File: config.mk
export PLATFORM = sky130hd
export DESIGN_NAME = inst_fetch_buffer_flat
export DESIGN_NICKNAME = d
export VERILOG_FILES = /design/src/rtl/inst_fetch_buffer_pkg.sv /design/src/rtl/inst_fetch_buffer_if.sv /design/src/rtl/inst_fetch_buffer_fifo.sv /design/src/rtl/inst_fetch_buffer.sv /design/src/flat_wrapper.sv
export SDC_FILE = /design/constraint.sdc
export NUM_CORES = 1
export LEC_CHECK = 0
export CORE_MARGIN = 4
export CORE_UTILIZATION = 40
export DETAILED_ROUTE_END_ITERATION = 10
export SLEW_MARGIN = 20
export SYNTH_ARGS = -nofsm -noshare
export SYNTH_HDL_FRONTEND = slang
export SYNTH_HIERARCHICAL = 1
export SYNTH_SLANG_ARGS = --single-unit
File: constraint.sdc
create_clock -name clk -period 4 [get_ports clk]
set_clock_uncertainty 0.05 [all_clocks]
set_input_delay 0.8 -clock clk [delete_from_list [all_inputs] [get_ports clk]]
set_output_delay 0.8 -clock clk [all_outputs]
set_load 0.02 [all_outputs]
File: src/rtl/inst_fetch_buffer_pkg.sv
// Shared constants and types for the instruction fetch buffer.
// Holds default depth/reset PC, the queued entry layout and a PC alignment helper.
package inst_fetch_buffer_pkg;

  localparam logic [31:0] RESET_PC_DEFAULT = 32'h0000_0000;
  localparam int          FETCH_DEPTH      = 4;
  localparam int          INST_WIDTH       = 32;

  typedef struct packed {
    logic [31:0]           pc;
    logic [INST_WIDTH-1:0] inst;
  } fetch_entry_t;

  function automatic logic [31:0] align_word(input logic [31:0] addr);
    return addr & ~32'h0000_0003;
  endfunction

endpackage

File: src/rtl/inst_fetch_buffer_if.sv
// Bundles the instruction-memory, redirect and decode-side signals of the fetch buffer.
// master = fetch buffer side, slave = memory / EX / decode environment side.
interface inst_fetch_buffer_if;
  import inst_fetch_buffer_pkg::*;

  logic                  imem_req_valid;
  logic                  imem_req_ready;
  logic [31:0]           imem_req_addr;
  logic                  imem_rsp_valid;
  logic [INST_WIDTH-1:0] imem_rsp_data;
  logic                  redirect_valid;
  logic [31:0]           redirect_pc;
  logic                  id_valid;
  logic                  id_ready;
  logic [INST_WIDTH-1:0] id_inst;
  logic [31:0]           id_pc;

  modport master (
    output imem_req_valid, imem_req_addr, id_valid, id_inst, id_pc,
    input  imem_req_ready, imem_rsp_valid, imem_rsp_data,
           redirect_valid, redirect_pc, id_ready
  );

  modport slave (
    input  imem_req_valid, imem_req_addr, id_valid, id_inst, id_pc,
    output imem_req_ready, imem_rsp_valid, imem_rsp_data,
           redirect_valid, redirect_pc, id_ready
  );

endinterface

File: src/rtl/inst_fetch_buffer_fifo.sv
// fetch_fifo: synchronous FIFO with flush and occupancy count; head is visible combinationally.
// Reads as zero while empty so downstream sees a clean value after reset.
module fetch_fifo #(
  parameter  int WIDTH = 32,
  parameter  int DEPTH = 4,
  localparam int AW    = $clog2(DEPTH),
  localparam int CW    = AW + 1
) (
  input  logic             clk,
  input  logic             rst_n,
  input  logic             flush_i,
  input  logic             push_i,
  input  logic [WIDTH-1:0] wdata_i,
  input  logic             pop_i,
  output logic [WIDTH-1:0] rdata_o,
  output logic [CW-1:0]    count_o
);

  localparam logic [CW-1:0] FULL_CNT = CW'(DEPTH);

  logic [WIDTH-1:0] mem_q [DEPTH];
  logic [AW-1:0]    wr_q, wr_d, rd_q, rd_d;
  logic [CW-1:0]    cnt_q, cnt_d;
  logic             do_push, do_pop;

  assign do_push = push_i && !flush_i;
  assign do_pop  = pop_i && !flush_i && (cnt_q != '0);

  always_comb begin
    wr_d  = wr_q;
    rd_d  = rd_q;
    cnt_d = cnt_q;
    if (flush_i) begin
      wr_d  = '0;
      rd_d  = '0;
      cnt_d = '0;
    end else begin
      if (do_push) wr_d = wr_q + AW'(1);
      if (do_pop)  rd_d = rd_q + AW'(1);
      cnt_d = cnt_q + CW'(do_push) - CW'(do_pop);
    end
  end

  always_ff @(posedge clk or negedge rst_n) begin
    if (!rst_n) begin
      wr_q  <= '0;
      rd_q  <= '0;
      cnt_q <= '0;
    end else begin
      wr_q  <= wr_d;
      rd_q  <= rd_d;
      cnt_q <= cnt_d;
    end
  end

  // Storage carries no reset so it can map onto RAM primitives.
  always_ff @(posedge clk) begin
    if (do_push) mem_q[wr_q] <= wdata_i;
  end

  assign rdata_o = (cnt_q == '0) ? '0 : mem_q[rd_q];
  assign count_o = cnt_q;

  a_no_push_when_full: assert property (@(posedge clk) disable iff (!rst_n)
    !(do_push && cnt_q == FULL_CNT));

endmodule

File: src/rtl/inst_fetch_buffer.sv
// Fetch stage ahead of decode: credit-limited sequential fetch, in-order response queue, redirect flush.
// Define FETCH_BYPASS_EN to let a response reach decode in its arrival cycle when the queue is empty.
module inst_fetch_buffer
  import inst_fetch_buffer_pkg::*;
#(
  parameter int          DEPTH    = FETCH_DEPTH,
  parameter logic [31:0] RESET_PC = RESET_PC_DEFAULT
) (
  input logic                clk,
  input logic                rst_n,
  inst_fetch_buffer_if.master bus
);

  localparam int CW = $clog2(DEPTH) + 1;
  localparam logic [CW:0] CREDIT_MAX = (CW+1)'(DEPTH);

  logic          run_q;
  logic [31:0]   pc_q, pc_d;
  logic [CW-1:0] out_q, out_d;
  logic [CW-1:0] drop_q, drop_d;

  logic [CW-1:0] q_count, pcq_count;
  fetch_entry_t  q_head, q_wdata;
  logic [31:0]   pcq_head;
  logic          q_empty, req_hs, credit_ok, push, pop, byp_take;

  assign q_empty   = (q_count == '0);
  assign credit_ok = ({1'b0, q_count} + {1'b0, out_q}) < CREDIT_MAX;

  assign bus.imem_req_valid = run_q && !bus.redirect_valid && credit_ok;
  assign bus.imem_req_addr  = pc_q;
  assign req_hs             = bus.imem_req_valid && bus.imem_req_ready;

`ifdef FETCH_BYPASS_EN
  logic byp_avail;
  assign byp_avail    = run_q && bus.imem_rsp_valid && q_empty && (drop_q == '0);
  assign byp_take     = byp_avail && bus.id_ready && !bus.redirect_valid;
  assign bus.id_valid = !bus.redirect_valid && (!q_empty || byp_avail);
  assign bus.id_inst  = !q_empty ? q_head.inst : (byp_avail ? bus.imem_rsp_data : '0);
  assign bus.id_pc    = !q_empty ? q_head.pc   : (byp_avail ? pcq_head : '0);
`else
  assign byp_take     = 1'b0;
  assign bus.id_valid = !q_empty;
  assign bus.id_inst  = q_head.inst;
  assign bus.id_pc    = q_head.pc;
`endif

  // Stale responses (drop_q != 0) and anything arriving with a redirect never enter the queue.
  assign push    = bus.imem_rsp_valid && !bus.redirect_valid && (drop_q == '0) && !byp_take;
  assign pop     = !q_empty && bus.id_ready && !bus.redirect_valid;
  assign q_wdata = '{pc: pcq_head, inst: bus.imem_rsp_data};

  fetch_fifo #(.WIDTH($bits(fetch_entry_t)), .DEPTH(DEPTH)) u_data_q (
    .clk     (clk),
    .rst_n   (rst_n),
    .flush_i (bus.redirect_valid),
    .push_i  (push),
    .wdata_i (q_wdata),
    .pop_i   (pop),
    .rdata_o (q_head),
    .count_o (q_count)
  );

  // Request PCs survive a redirect: stale responses still need their entry popped.
  fetch_fifo #(.WIDTH(32), .DEPTH(DEPTH)) u_pc_q (
    .clk     (clk),
    .rst_n   (rst_n),
    .flush_i (1'b0),
    .push_i  (req_hs),
    .wdata_i (pc_q),
    .pop_i   (bus.imem_rsp_valid),
    .rdata_o (pcq_head),
    .count_o (pcq_count)
  );

  always_comb begin
    pc_d   = pc_q;
    out_d  = out_q + CW'(req_hs) - CW'(bus.imem_rsp_valid);
    drop_d = drop_q;
    if (bus.redirect_valid) begin
      pc_d   = align_word(bus.redirect_pc);
      drop_d = out_d;
    end else begin
      if (req_hs) pc_d = pc_q + 32'd4;
      if (bus.imem_rsp_valid && drop_q != '0) drop_d = drop_q - CW'(1);
    end
  end

  always_ff @(posedge clk or negedge rst_n) begin
    if (!rst_n) begin
      run_q  <= 1'b0;
      pc_q   <= RESET_PC;
      out_q  <= '0;
      drop_q <= '0;
    end else begin
      run_q  <= 1'b1;
      pc_q   <= pc_d;
      out_q  <= out_d;
      drop_q <= drop_d;
    end
  end

  a_rsp_has_request: assert property (@(posedge clk) disable iff (!rst_n)
    bus.imem_rsp_valid |-> (pcq_count != '0));

endmodule

File: src/flat_wrapper.sv
// flat-port wrapper written by rule: the top's interface ports become plain ports
module inst_fetch_buffer_flat import inst_fetch_buffer_pkg::*;
#(
  parameter int          DEPTH    = FETCH_DEPTH,
  parameter logic [31:0] RESET_PC = RESET_PC_DEFAULT
)
  (clk, rst_n, bus_imem_req_valid, bus_imem_req_addr, bus_id_valid, bus_id_inst, bus_id_pc, bus_imem_req_ready, bus_imem_rsp_valid, bus_imem_rsp_data, bus_redirect_valid, bus_redirect_pc, bus_id_ready);
  inst_fetch_buffer_if bus_i ();
  input logic clk;
  input logic rst_n;
  output wire logic [$bits(bus_i.imem_req_valid)-1:0] bus_imem_req_valid;
  output wire logic [$bits(bus_i.imem_req_addr)-1:0] bus_imem_req_addr;
  output wire logic [$bits(bus_i.id_valid)-1:0] bus_id_valid;
  output wire logic [$bits(bus_i.id_inst)-1:0] bus_id_inst;
  output wire logic [$bits(bus_i.id_pc)-1:0] bus_id_pc;
  input wire logic [$bits(bus_i.imem_req_ready)-1:0] bus_imem_req_ready;
  input wire logic [$bits(bus_i.imem_rsp_valid)-1:0] bus_imem_rsp_valid;
  input wire logic [$bits(bus_i.imem_rsp_data)-1:0] bus_imem_rsp_data;
  input wire logic [$bits(bus_i.redirect_valid)-1:0] bus_redirect_valid;
  input wire logic [$bits(bus_i.redirect_pc)-1:0] bus_redirect_pc;
  input wire logic [$bits(bus_i.id_ready)-1:0] bus_id_ready;
  assign bus_imem_req_valid = bus_i.imem_req_valid;
  assign bus_imem_req_addr = bus_i.imem_req_addr;
  assign bus_id_valid = bus_i.id_valid;
  assign bus_id_inst = bus_i.id_inst;
  assign bus_id_pc = bus_i.id_pc;
  assign bus_i.imem_req_ready = bus_imem_req_ready;
  assign bus_i.imem_rsp_valid = bus_imem_rsp_valid;
  assign bus_i.imem_rsp_data = bus_imem_rsp_data;
  assign bus_i.redirect_valid = bus_redirect_valid;
  assign bus_i.redirect_pc = bus_redirect_pc;
  assign bus_i.id_ready = bus_id_ready;
  inst_fetch_buffer #(.DEPTH(DEPTH), .RESET_PC(RESET_PC)) u_core (.clk(clk), .rst_n(rst_n), .bus(bus_i));
endmodule
==> Yosys cells after proc, flatten, opt, wreduce, memory -nomap -nowiden <==
Memory sizes are Yosys's and may differ from the RTL's.
Index checks and enable logic that the tools add are counted.
{ "classes": {"reduce_logical": 24, "multipliers": 0, "n_addsub": 13, "bitwise": 0, "eq_ne": 0, "div_mod_pow": 0, "mux": 15, "shift": 0, "order_cmp": 1} }
{ "op_table": {"columns": ["op", "count"], "rows": [
  ["2-to-1 mux 32 bit", 3],
  ["2-to-1 mux 64 bit", 1],
  ["adder 32 x 3 -> 32 bit, second input constant", 1],
  ["logical AND 1 bit", 12],
  ["adder 3 x 1 -> 3 bit", 3],
  ["logical NOT 3 bit", 3],
  ["2-to-1 mux 3 bit", 3],
  ["nonzero test 3 bit", 3],
  ["subtractor 3 x 1 -> 3 bit", 3],
  ["adder 2 x 1 -> 2 bit, second input constant", 4],
  ["2-to-1 mux 2 bit", 4],
  ["nonzero test 2 bit", 4],
  ["adder 3 x 3 -> 4 bit", 1],
  ["less-than comparator 4 x 3 -> 1 bit, second input constant", 1],
  ["2-to-1 mux 1 bit", 4],
  ["subtractor 3 x 1 -> 3 bit, second input constant", 1],
  ["logical NOT 1 bit", 2]
]} }
{ "word_totals": {"latchBits": 0, "reg_bits": 53, "wordCells": 65, "ram_bits": 384, "in_bits": 70, "mem_count": 2, "mem_bits_ro": 0, "out_inout_bits": 98} }
{ "mem_list": {"columns": ["name", "depth", "word_bits", "read_ports", "rd_ports_with_merged_regs", "wr", "line", "rtl"], "rows": [
  ["u_core.u_data_q.mem_q", 4, 64, 1, 0, 1, "inst_fetch_buffer_fifo.sv:21", "logic [WIDTH-1:0] mem_q [DEPTH];"],
  ["u_core.u_pc_q.mem_q", 4, 32, 1, 0, 1, "inst_fetch_buffer_fifo.sv:21", null]
]} }

==> Logic depth before layout (Yosys ltp) <==
{ "depth": {"ltp_word": 8, "ltp_mapped": 14, "ltp_nobuf": 13} }

==> Cells and area by module <==
Netlist, hierarchy kept.
{ "modules_own_cells": {"columns": ["module", "n_inst", "area_per_inst_um2", "cells_each", "seq_area_each_um2"], "rows": [
  ["fetch_fifo at u_core.u_data_q", 1, 10154.7, 449, 7862.5],
  ["fetch_fifo at u_core.u_pc_q", 1, 5331.4, 246, 4018.9],
  ["inst_fetch_buffer", 1, 2298.5, 262, 925.9]
]} }

==> Worst setup path after synthesis <==
No wires, ideal clock.
{ "synth_timing": {"path_kind": "input to register", "from": "input bus_redirect_valid", "to": "memory u_core/u_data_q/mem_q[0][0] in the netlist's numbering (enable)", "slack_ns": 0.034, "t_arrival_ns": 3.487, "t_required_ns": 3.521, "setup_time_ns": 0.429, "path_stages": 6, "n_path_buf": 3, "cell_sequence": "buf_6 -> clkbuf_1 -> clkbuf_1 -> nor3b_1 -> nor2b_1 -> and2_1"} }
{ "synth_via": {"elab_chain_cells": 6} }
{ "synth_rtl": {"columns": ["item", "line", "rtl"], "rows": [
  ["start: declaration", "flat_wrapper.sv:19", "input wire logic [$bits(bus_i.redirect_valid)-1:0] bus_redirect_valid;"],
  ["logical NOT 1 bit", "inst_fetch_buffer.sv:49", "assign push = bus.imem_rsp_valid && !bus.redirect_valid && (drop_q == '0) && !byp_take;"],
  ["logical AND 1 bit (2 in series)", "inst_fetch_buffer.sv:49", null],
  ["via u_core.push", "inst_fetch_buffer.sv:25", "logic q_empty, req_hs, credit_ok, push, pop, byp_take;"],
  ["logical AND 1 bit", "inst_fetch_buffer_fifo.sv:26", "assign do_push = push_i && !flush_i;"],
  ["2-to-1 mux 1 bit", "inst_fetch_buffer_fifo.sv:58", "if (do_push) mem_q[wr_q] <= wdata_i;"],
  ["2-to-1 mux 1 bit (not written as such)", "inst_fetch_buffer_fifo.sv:58", null],
  ["end: declaration", "inst_fetch_buffer_fifo.sv:21", null]
]} }
The timed path passes the listed nets, and every way through them passes these cells.

==> Worst setup path in the final report <==
{ "layout_timing": {"from": "register u_core.u_data_q.rd_q[0]", "to": "output bus_id_pc[10]"} }
{ "layout_via": {"elab_chain_cells": 2} }
{ "layout_rtl": {"columns": ["item", "line", "rtl"], "rows": [
  ["start: declaration", "inst_fetch_buffer_fifo.sv:22", "logic [AW-1:0] wr_q, wr_d, rd_q, rd_d;"],
  ["start signal: assignment", "inst_fetch_buffer_fifo.sv:51", "rd_q <= rd_d;"],
  ["memory (4 x 64 bit)", null, null],
  ["2-to-1 mux 64 bit", "inst_fetch_buffer_fifo.sv:61", "assign rdata_o = (cnt_q == '0) ? '0 : mem_q[rd_q];"],
  ["end: declaration", "flat_wrapper.sv:15", "output wire logic [$bits(bus_i.id_pc)-1:0] bus_id_pc;"]
]} }
Every way passes these cells.

==> summary.md <==
| Metric | Value |
|---|---|
| Diode count | `0` |
| Gr usage total | `0.1509` |
| CTS sink count | `435` |
| Status | `finished, final reports clean` |
| Final setup TNS | `0 ns` |
| Setup violators final | `0` |
| FFs w/ async S/R, synth | `0.1172` |
| Final core utilization | `0.4965` |
| # port buffers | `163` |
| Syn Inst Count | `957` |
| Total of max-cap violations | `0` |
| Layout area overhead | `21.58%` |
| Worst Setup End Kind | `output port` |
| Initial antenna violation count | `0` |
| Layout cells sized above 1 | `0.1704` |
| Cell Area, Synth | `0.01778 sq mm` |
| Clock Path Buffers | `3` |
| Critical Path AT | `2.87 ns` |
| Achievable frequency | `268.9 MHz` |
| Die Y | `218.9 um` |
| Initial Util | `0.4084` |
| Clock transition at the registers of the reported paths | `0.06 ns` |
| # IOs | `168` |
| Worst-path maximum fanout | `17` |
| Total Nets Final | `1250` |
| Library cells used by synthesis | `57` |
| CTS HTree Levels | `2` |
| Commonest cells in the netlist | `edfxtp_1, and2_1, mux4_2` |
| Overall Power | `10750 uW` |
| Pwr/cell area | `497.1 mW/mm^2` |
| Average size of a mapped cell | `18.58 sq um` |
| Vias | `9098` |
| Skew-Pair Late Insertion Delay | `0.56 ns` |
| Final Cycle Share | `0.9298` |
| Slew HR | `0.2340` |
| Vias in the first global route | `9688` |
| VDD IR max | `279.4 uV` |
| Hpwl dp | `21720 um` |
| Hold_buf cts | `0` |
| CORE AREA | `0.04355 sq mm` |
| Yosys top cell area share | `0.6484` |
| Full die area | `0.04790 sq mm` |
| Largest net degree at the start of global routing | `67` |
| Post-synth EDFFs | `384` |
| DRC viols | `0` |
| Area contributors post-synth | `edfxtp_1, mux4_2, dfrtp_1` |
| Cts repair resizes | `0` |
| First-pass GRT wire length | `56060 um` |
| Critical Path RT | `3.15 ns` |
| Final wirelength | `35500 um` |
| CTS Buf Count | `46` |
| Slew Viols, Final | `0` |
| Min Tclk post-route | `3.719 ns` |
| Hold WC Path Type | `in2async` |
| Vias/cell | `5.123` |
| Fin. Hold Viols | `0` |
| Slew @ Worst Pin | `1.145 ns` |
| Unrepaired setup endpoints after global routing | `no` |
| WL/cell | `19.99 um` |
| Area leader, netlist | `edfxtp_1` |
| Top FF cell, synth | `edfxtp_1` |
| Post-CTS Setup Repair Bufs | `1` |
| Crit Path Class | `reg2out` |
| Die width | `218.9 um` |
| DRT iter0 DRCs | `607` |
| Clock root cell | `clkbuf_16` |
| Leakage power | `0.007175 uW` |
| TritonCTS clock tree | `done` |
| GPL Wtd Cong | `0.7629` |
| Count leader, synth | `edfxtp_1` |
| Critical path launch point type | `register` |
| Std cell rows | `76` |
| Total gr overflow | `0` |
| Synthesized flop and latch total | `435` |
| YS warnings | `6` |
| DR pass1 iterations | `4` |
| Post-route ant nets | `0` |
| Register area share after synthesis | `0.7201` |
[registers in the layout, indices dropped and copies added, names as in the netlist, 3 cells and up]
name	flops
u_core/u_data_q/mem_q	256
u_core/u_pc_q/count_o	3
u_core/bus.imem_req_addr	30
u_core/drop_q	3
u_core/out_q	3
u_core/u_data_q/count_o	3
u_core/u_pc_q/mem_q	128
[per-layer routing]
layer	share of wire	wire length, um	track usage
met4	0.018	637	0.04213
met2	0.47	16720	0.2399
met1	0.46	16280	0.2134
met3	0.052	1860	0.03129
met5	0	0	0
[worst max-delay path: stages, from the launching register on]
cell             delay [ns]
dfrtp_4                0.69
buf_4                  0.32
mux4_2                 0.55
and2_1                 0.18
clkdlybuf4s50_1        0.53
[cells in the final DEF, fill, tap and decap left out, types with 4 or more instances in the layout]
master,instances
a21oi_1,5
a221o_1,7
a31oi_1,5
and2_1,101
and2_2,4
and3_1,6
buf_12,9
buf_4,19
bufinv_16,5
clkbuf_1,7
clkbuf_16,47
clkdlybuf4s50_1,161
clkinv_1,12
clkinv_2,7
conb_1,13
dfrtp_1,47
edfxtp_1,384
ha_1,19
inv_1,18
mux2_2,4
mux4_1,4
mux4_2,92
nand2_1,38
nand3_1,17
nand4_1,11
nor2_1,30
nor2b_1,14
nor3_1,5
o211ai_1,8
o21ai_0,23
o311ai_0,8
or3_1,6
xnor2_1,5
[final cells by class]
| type | count | area, sq um |
|---|---|---|
| Tap cell | 585 | 732.0 |
| Timing Repair Buffer | 191 | 1944 |
| Fill cell | 3709 | 21930 |
| Multi-Input combinational cell | 465 | 4599 |
| Clock buffer | 54 | 1202 |
| Inverter | 19 | 71.32 |
| Sequential cell | 435 | 12810 |
| Clock inverter | 27 | 259.0 |
[through the flow]
stage / instances / instance area, sq um / setup slack [ns] / hold slack, ns
floorplan: 968 / 17830 / 0.03447 / 0.4504
global placement: 1694 / 20140 / 0.5669 / 0.4805
detailed placement: 1694 / 20140 / 0.5757 / 0.4906
CTS: 1776 / 21620 / 0.1902 / 0.2646
global route: 1776 / 21620 / 0.1329 / 0.3227
finish: 1776 / 21620 / 0.2807 / 0.2766
[cell families (layout without fill, tap and decap cells)]
group,count (synthesis),in the layout,synth area share
buffers and inverters,68,291,0.02392
XOR/XNOR,8,8,0.005487
multiplexers,103,103,0.1266
flip-flops,435,435,0.7201
other,2,13,0.0004223
AND/OR/NAND/NOR,248,248,0.07887
AO/OA/AOI/OAI,71,71,0.02779
adder cells (fa/ha/maj),22,22,0.01674
[power breakdown]
group | switching [uW] | internal, uW
clock network | 1650 | 2460
registers | 193 | 5260
logic | 632 | 557
total | 2470 | 8280
[worst paths after layout]
| kind | endpoint | depth (start not counted) | slack, ns | from |
|---|---|---|---|---|
| min in group clk | u_core/out_q[0]$_DFF_PN0_ | 1 | 0.49 | u_core/out_q[0]$_DFF_PN0_ |
| max | bus_id_pc[10] | 4 | 0.28 | u_core/u_data_q/rd_q[0]$_DFFE_PN0P_ |
| min reg2reg | u_core/out_q[0]$_DFF_PN0_ | 1 | 0.49 | u_core/out_q[0]$_DFF_PN0_ |
| min | u_core/u_data_q/count_o[1]$_DFF_PN0_ | 1 | 0.28 | rst_n |
| max reg2reg | u_core/u_pc_q/count_o[2]$_DFF_PN0_ | 13 | 0.98 | u_core/u_data_q/count_o[2]$_DFF_PN0_ |
| max in group asynchronous | u_core/bus.imem_req_addr[5]$_DFFE_PN0N_ | 2 | 2.83 | rst_n |
Note: power is estimated with default switching activity, not from simulation.
